## src/rtl/mini_src_ctrl_defs_pkg.sv

```systemverilog
// rtl/mini_src_ctrl_defs_pkg.sv - shared Mini SRC control-sequencer state codes, opcodes and ALU-select decode
package mini_src_ctrl_defs;

   localparam int STATE_W = 3;

   // Sequencer state encodings; every 3-bit code is assigned
   localparam logic [STATE_W-1:0] S_IDLE = 3'd0;
   localparam logic [STATE_W-1:0] S_T0   = 3'd1;
   localparam logic [STATE_W-1:0] S_T1   = 3'd2;
   localparam logic [STATE_W-1:0] S_T2   = 3'd3;
   localparam logic [STATE_W-1:0] S_T3   = 3'd4;
   localparam logic [STATE_W-1:0] S_T4   = 3'd5;
   localparam logic [STATE_W-1:0] S_T5   = 3'd6;
   localparam logic [STATE_W-1:0] S_ILL  = 3'd7;

   // Mini SRC opcode field (IR[31:27]) values shared by all sequencers
   localparam int            MINI_OPC_W   = 5;
   localparam logic [4:0]    MINI_OPC_ADDI = 5'b01100;
   localparam logic [4:0]    MINI_OPC_ANDI = 5'b01101;
   localparam logic [4:0]    MINI_OPC_ORI  = 5'b01110;

   // Maps an opcode onto the one-hot {ADD, AND, OR} ALU select; unknown codes give all zero
   function automatic logic [2:0] alu_sel(input logic [MINI_OPC_W-1:0] opc,
                                          input logic [MINI_OPC_W-1:0] opc_add,
                                          input logic [MINI_OPC_W-1:0] opc_and,
                                          input logic [MINI_OPC_W-1:0] opc_or);
      logic [2:0] sel;
      sel = 3'b000;
      if (opc == opc_add)
         sel = 3'b100;
      else if (opc == opc_and)
         sel = 3'b010;
      else if (opc == opc_or)
         sel = 3'b001;
      return sel;
   endfunction

endpackage

```

## src/rtl/imm_alu_sequencer.sv

```systemverilog
// rtl/imm_alu_sequencer.sv - hardwired T0-T5 control sequencer for addi/andi/ori with wait states, trap and run mode
module imm_alu_sequencer
   import mini_src_ctrl_defs::*;
#(
   parameter int               OPC_W    = 5,
   parameter int               MEM_WAIT = 0,
   parameter logic [OPC_W-1:0] OPC_ADDI = MINI_OPC_ADDI,
   parameter logic [OPC_W-1:0] OPC_ANDI = MINI_OPC_ANDI,
   parameter logic [OPC_W-1:0] OPC_ORI  = MINI_OPC_ORI
)(
   input  logic             clk,
   input  logic             reset,
   input  logic             start,
   input  logic             run,
   input  logic [OPC_W-1:0] ir_opcode,
   output logic             busy,
   output logic             done,
   output logic             illegal,
   output logic             PCout,
   output logic             IncPC,
   output logic             MARin,
   output logic             PCin,
   output logic             Read,
   output logic             MDRin,
   output logic             MDRout,
   output logic             IRin,
   output logic             Grb,
   output logic             Gra,
   output logic             Rout,
   output logic             Rin,
   output logic             Yin,
   output logic             Cout,
   output logic             Zin,
   output logic             Zlowout,
   output logic             ADD,
   output logic             AND,
   output logic             OR
);

   // Four bits hold the largest supported wait (15) without wrapping
   localparam logic [3:0] WAIT_MAX = 4'(MEM_WAIT);

   logic [STATE_W-1:0] state_q;
   logic [STATE_W-1:0] state_d;
   logic [3:0]         wait_q;
   logic [OPC_W-1:0]   opc_q;
   logic               opc_legal;
   logic [2:0]         alu_q;

   assign opc_legal = (ir_opcode == OPC_ADDI) || (ir_opcode == OPC_ANDI) ||
                      (ir_opcode == OPC_ORI);
   assign alu_q     = alu_sel(opc_q, OPC_ADDI, OPC_ANDI, OPC_ORI);

   // State register
   always_ff @(posedge clk) begin
      if (reset)
         state_q <= S_IDLE;
      else
         state_q <= state_d;
   end

   // Memory wait counter (counts extra T1 cycles) and opcode latch captured while in T3
   always_ff @(posedge clk) begin
      if (reset) begin
         wait_q <= 4'd0;
         opc_q  <= '0;
      end else begin
         if (state_q == S_T1 && wait_q != WAIT_MAX)
            wait_q <= wait_q + 4'd1;
         else
            wait_q <= 4'd0;
         if (state_q == S_T3)
            opc_q <= ir_opcode;
      end
   end

   // Next-state decode
   always_comb begin
      state_d = S_IDLE;
      case (state_q)
         S_IDLE: state_d = start ? S_T0 : S_IDLE;
         S_T0:   state_d = S_T1;
         S_T1:   state_d = (wait_q == WAIT_MAX) ? S_T2 : S_T1;
         S_T2:   state_d = S_T3;
         S_T3:   state_d = opc_legal ? S_T4 : S_ILL;
         S_T4:   state_d = S_T5;
         S_T5:   state_d = run ? S_T0 : S_IDLE;
         S_ILL:  state_d = S_IDLE;
         default: state_d = S_IDLE;
      endcase
   end

   // Moore strobe decode from the registered state; PCout stays reserved at 0
   always_comb begin
      busy    = (state_q != S_IDLE);
      done    = 1'b0;
      illegal = 1'b0;
      PCout   = 1'b0;
      IncPC   = 1'b0;
      MARin   = 1'b0;
      PCin    = 1'b0;
      Read    = 1'b0;
      MDRin   = 1'b0;
      MDRout  = 1'b0;
      IRin    = 1'b0;
      Grb     = 1'b0;
      Gra     = 1'b0;
      Rout    = 1'b0;
      Rin     = 1'b0;
      Yin     = 1'b0;
      Cout    = 1'b0;
      Zin     = 1'b0;
      Zlowout = 1'b0;
      ADD     = 1'b0;
      AND     = 1'b0;
      OR      = 1'b0;
      case (state_q)
         S_T0: begin
            IncPC = 1'b1;
            MARin = 1'b1;
            PCin  = 1'b1;
         end
         S_T1: begin
            Read  = 1'b1;
            MDRin = 1'b1;
         end
         S_T2: begin
            MDRout = 1'b1;
            IRin   = 1'b1;
         end
         S_T3: begin
            Grb  = 1'b1;
            Rout = 1'b1;
            Yin  = 1'b1;
         end
         S_T4: begin
            Cout = 1'b1;
            Zin  = 1'b1;
            {ADD, AND, OR} = alu_q;
         end
         S_T5: begin
            Zlowout = 1'b1;
            Gra     = 1'b1;
            Rin     = 1'b1;
            done    = 1'b1;
         end
         S_ILL: illegal = 1'b1;
         default: ;
      endcase
   end

endmodule

```

## config.mk

```make
export PLATFORM = sky130hd
export DESIGN_NAME = imm_alu_sequencer
export DESIGN_NICKNAME = d
export VERILOG_FILES = /design/src/rtl/mini_src_ctrl_defs_pkg.sv /design/src/rtl/imm_alu_sequencer.sv
export SDC_FILE = /design/constraint.sdc
export NUM_CORES = 1
export LEC_CHECK = 0
export ABC_AREA = 1
export CAP_MARGIN = 15
export CORE_MARGIN = 3
export CORE_UTILIZATION = 33
export CTS_CLUSTER_DIAMETER = 120
export DETAILED_ROUTE_END_ITERATION = 12
export PLACE_DENSITY = 0.69
export SLEW_MARGIN = 10
export SYNTH_ARGS = -nofsm -noshare
export SYNTH_HDL_FRONTEND = slang
export SYNTH_SLANG_ARGS = --single-unit
export TNS_END_PERCENT = 100
```

## constraint.sdc

```tcl
create_clock -name clk -period 1.02 [get_ports clk]
set_input_delay 0.204 -clock clk [delete_from_list [all_inputs] [get_ports clk]]
set_output_delay 0.204 -clock clk [all_outputs]
set_load 0.03 [all_outputs]
```

**After elaboration in Yosys (flattened, before gate mapping)**

Cells that the tools add are included.

- Register bits: 12

- Add/sub/neg operators: 1
- Eq/ne operators: 13
- Mux-type cells: 18
- Bitwise gates (word level): 1
- Reductions and logical operators: 8

Operators by type and width:

| kind | count |
|---|---|
| $eq 5x4->1 const B | 6 |
| $pmux 3 s8 | 1 |
| $mux 1 | 14 |
| $eq 3x3->1 const B | 4 |
| $eq 3x2->1 const B | 2 |
| $add 4x1->4 const B | 1 |
| $logic_not 4->1 | 1 |
| $mux 2 | 2 |
| $reduce_bool 4->1 | 1 |
| $eq 3x1->1 const B | 1 |
| $logic_not 3->1 | 1 |
| $mux 3 | 1 |
| $reduce_bool 3->1 | 1 |
| $logic_or 1x1->1 | 2 |
| $reduce_or 2->1 | 1 |
| $logic_and 1x1->1 | 1 |
| $not 1->1 | 1 |

**Logic depth before layout (Yosys ltp)**

- Word-level depth: 5
- Mapped depth: 8
- Mapped depth without buffers: 8

**Least setup slack after synthesis**

OpenSTA, ideal clock, no wires.

- Path kind: register to output
- Start: register state_q[2]
- End: output port ADD
- Arrival: 1.511 ns
- Data required time: 0.816 ns
- Slack: -0.695 ns
- Stages on the path, launching flop included: 5
- Cell sequence: dfxtp_1 -> nand2_2 -> nor2_4 -> nand2_2 -> nor3_1

- Cells in the longest elaborated chain, start to end: 2

Ends and longest elaborated chain:

| item | RTL line | RTL |
|---|---|---|
| from (decl) | imm_alu_sequencer.sv:43 | `logic [STATE_W-1:0] state_q;` |
| from (signal assigned) | imm_alu_sequencer.sv:59 | `state_q <= state_d;` |
| $eq 3x3->1 | imm_alu_sequencer.sv:117 | `case (state_q)` |
| $mux 1 | imm_alu_sequencer.sv:117 |  |
| to (decl) | imm_alu_sequencer.sv:35 | `output logic ADD,` |

No other way between the ends.

**Worst setup path in the final report**

- Start: register state_q[1]
- End: output port OR

- Cells in the longest elaborated chain, start to end: 2

Ends and longest elaborated chain:

| item | RTL line | RTL |
|---|---|---|
| $eq 3x3->1 | imm_alu_sequencer.sv:117 |  |
| $mux 1 | imm_alu_sequencer.sv:117 |  |
| to (decl) | imm_alu_sequencer.sv:37 | `output logic OR` |

No other way between the ends.

==> impl_results.md <==
- Outcome: finished, violations left
- Failing checks: setup timing
- Setup repair after global routing missed its margin: true
- Full die area: 2650 sq um
- Antenna-violating nets left: 0
- Sequential area share after synthesis: 35.2%
- Grt total ovfl: 0
- Tot GR Track Use: 17.3%
- Initial antenna violation count: 0
- Gate Count Post-Synth: 96
- Ys Warns: 0
- CTS sink count: 12
- R2r startpoint: state_q[1]
- Vias in the first global route: about 760
- Finished Core Util: ~73%
- Worst setup EP type: output pin
- Clk_lat worst skew: 280 ps
- Die X: 51.5 um
- Routed wire length: 2.26 mm
- Area growth, synth to finish: 96.7%
- Final Power: 0.00245 W
- Hold_buf cts: 0
- Data arrival, critical path: 1330 ps
- Worst Path Class, Setup: reg2out
- GP Congestion: 0.801
- Clock period minus worst slack: 1540 ps
- Avg Inst Size Synth: 7.10 sq um
- Mapped Nets: roughly 110
- CTS tree: done
- Drt initial violations: 4
- Pre-antenna DRT Iters: 4
- Fmax: 0.651 GHz
- Crit path max fanout: 3
- Core Region: 1840 sq um
- Io pins: 31
- Reg2reg path depth: 8
- Total number of vias: 764
- Max Slew Vio Count: 0
- Area of the mapped netlist: just under 700 sq um
- Clock Skews: 13.9 ps
- Worst EP required: 820 ps
- Placed cell area: 1030 sq um
- ANT cells: 0
- Final setup viols: 32
- Leading cell type in the layout, fill and taps excluded: buf_4
- Layout cells sized above 1: 59.7%
- Seq cells post-synth: 12
- Starting Density: 37.1%
- Clock tree root driver cell: clkbuf_4
- Hold slack: 516 ps
- HP Start: wait_q[0]
- Hold WC Path Type: reg2reg
- Most frequent cells in the layout: buf_4, buf_6, nor2_1, inv_1, clkdlybuf4s50_1
- FF-to-FF setup slack: -230 ps
- Worst Hold Path EP: wait_q[0]
- Final Worst Setup Slack: -516 ps
- Largest net degree at the start of global routing: 8
- Worst hold path depth: 2
- Final period util: 151%
- Setup TNS: -10,950 ps
- CP Launch Type: flip-flop
- First-pass GRT wire length: roughly 3.4 mm
- Max H-tree Level: 1
- Power Density: 1830 nW/um^2
- Vias per cell: between 4 and 5
- Clock transition at path regs: 90 ps
- Port bufs: 29
- Leakage: 0.619 nW
- WL/cell: 13.4 um
- Final instance area: 1340 sq um
- Residual DRC: 0
- Endpoints failing hold: 0
- Worst VDD drop: 0.00113 V
- Cts bufs inserted: 3
- Unique masters post-synth: 20
- Max Buffers Root-to-Sink: 2
- Core Rows: 15
- Die H: a little over 50 um
- Dpl hpwl: 1.35 mm
- Max-cap violations: 0
- FF-to-FF End: opc_q[3]
- Fillers: 131
- Nets: 156
## worst max path at each step
stage                          start   to  slack [ps]
final                     state_q[1]   OR        -520
after global routing      state_q[1]  AND        -560
after CTS                 state_q[1]  AND        -460
after detailed placement  state_q[1]  AND        -200
after global placement    state_q[1]  AND        -190
after floorplan           state_q[1]  AND        -390
## kinds of logic (layout without fill, tap and decap cells)
kind of cell | count (synthesis) | in the layout | share of synthesized area, %
buffers and inverters | 24 | 72 | 19.3
AO/OA/AOI/OAI | 8 | 8 | 5.87
AND/OR/NAND/NOR | 47 | 47 | 32.8
other | 1 | 1 | 0.550
adder cells (fa/ha/maj) | 2 | 2 | 3.67
flip-flops | 12 | 12 | 35.2
XOR/XNOR | 2 | 2 | 2.57
## worst max-delay path, stage by stage (launching register included)
cell and delay, ps:
dfxtp_4 370, inv_4 60, nand2_4 50, nor2_4 110
nand2_4 90, nor3b_4 210, buf_6 150
## timing repair
action | CTS | global route
resized for setup | 38 | 14
setup endpoints to repair | 32 | 33
pin swaps | 15 | 4
buffers inserted | 9 | 6
## cell type report
cell class / count / area (sq um) / area share [%]
timing repair buffer: 55 / 519 / 38.7
multi-input combinational: 60 / 459 / 34.2
sequential: 12 / 251 / 18.7
inverter: 13 / 53.8 / 4.01
tap: 25 / 31.3 / 2.33
clock buffer: 4 / 26.3 / 1.96
## power by group
part	switching (W)	total [W]	internal, W	leakage [nW]
combinational	0.000827	0.00154	0.000710	0.504
clock	0.000171	0.000323	0.000152	0.0150
sequential	0.0000586	0.000591	0.000532	0.100
## cells in the mapped netlist
cell type,count,area [sq um]
nor2_1,21,78.8
dfxtp_1,12,240
buf_4,11,82.6
inv_1,10,37.5
nand2_1,10,37.5
nand3_1,6,30.0
o21ai_0,4,20.0
a21oi_1,3,15.0
inv_2,3,11.3
nand2_2,3,18.8
ha_1,2,25.0
nor3_1,2,10.0
nor3b_2,2,25.0
conb_1,1,3.75
nand4_1,1,6.26
nor2_2,1,6.26
nor2_4,1,11.3
o21ai_1,1,5.00
xnor2_1,1,8.76
xor2_1,1,8.76
## metal layers
layer	global-route usage, %	share of wire (%)
met1	20.2	39
met2	30.3	55
met3	4.96	4.2
met4	5.24	1.7
met5	0	0
## per-stage QoR
| stage | std cells | setup slack [ps] |
|---|---|---|
| final | 169 | -516 |
| after global routing | 169 | -565 |
| after CTS | 165 | -457 |
| after detailed placement | 152 | -205 |
| after global placement | 152 | -190 |
| after floorplan | 96 | -386 |
## sequential cells by signal, summed over array words and instances, names as in the netlist
signal,flops
state_q,3
opc_q,5
wait_q,4
(Power assumes the default switching activity.)
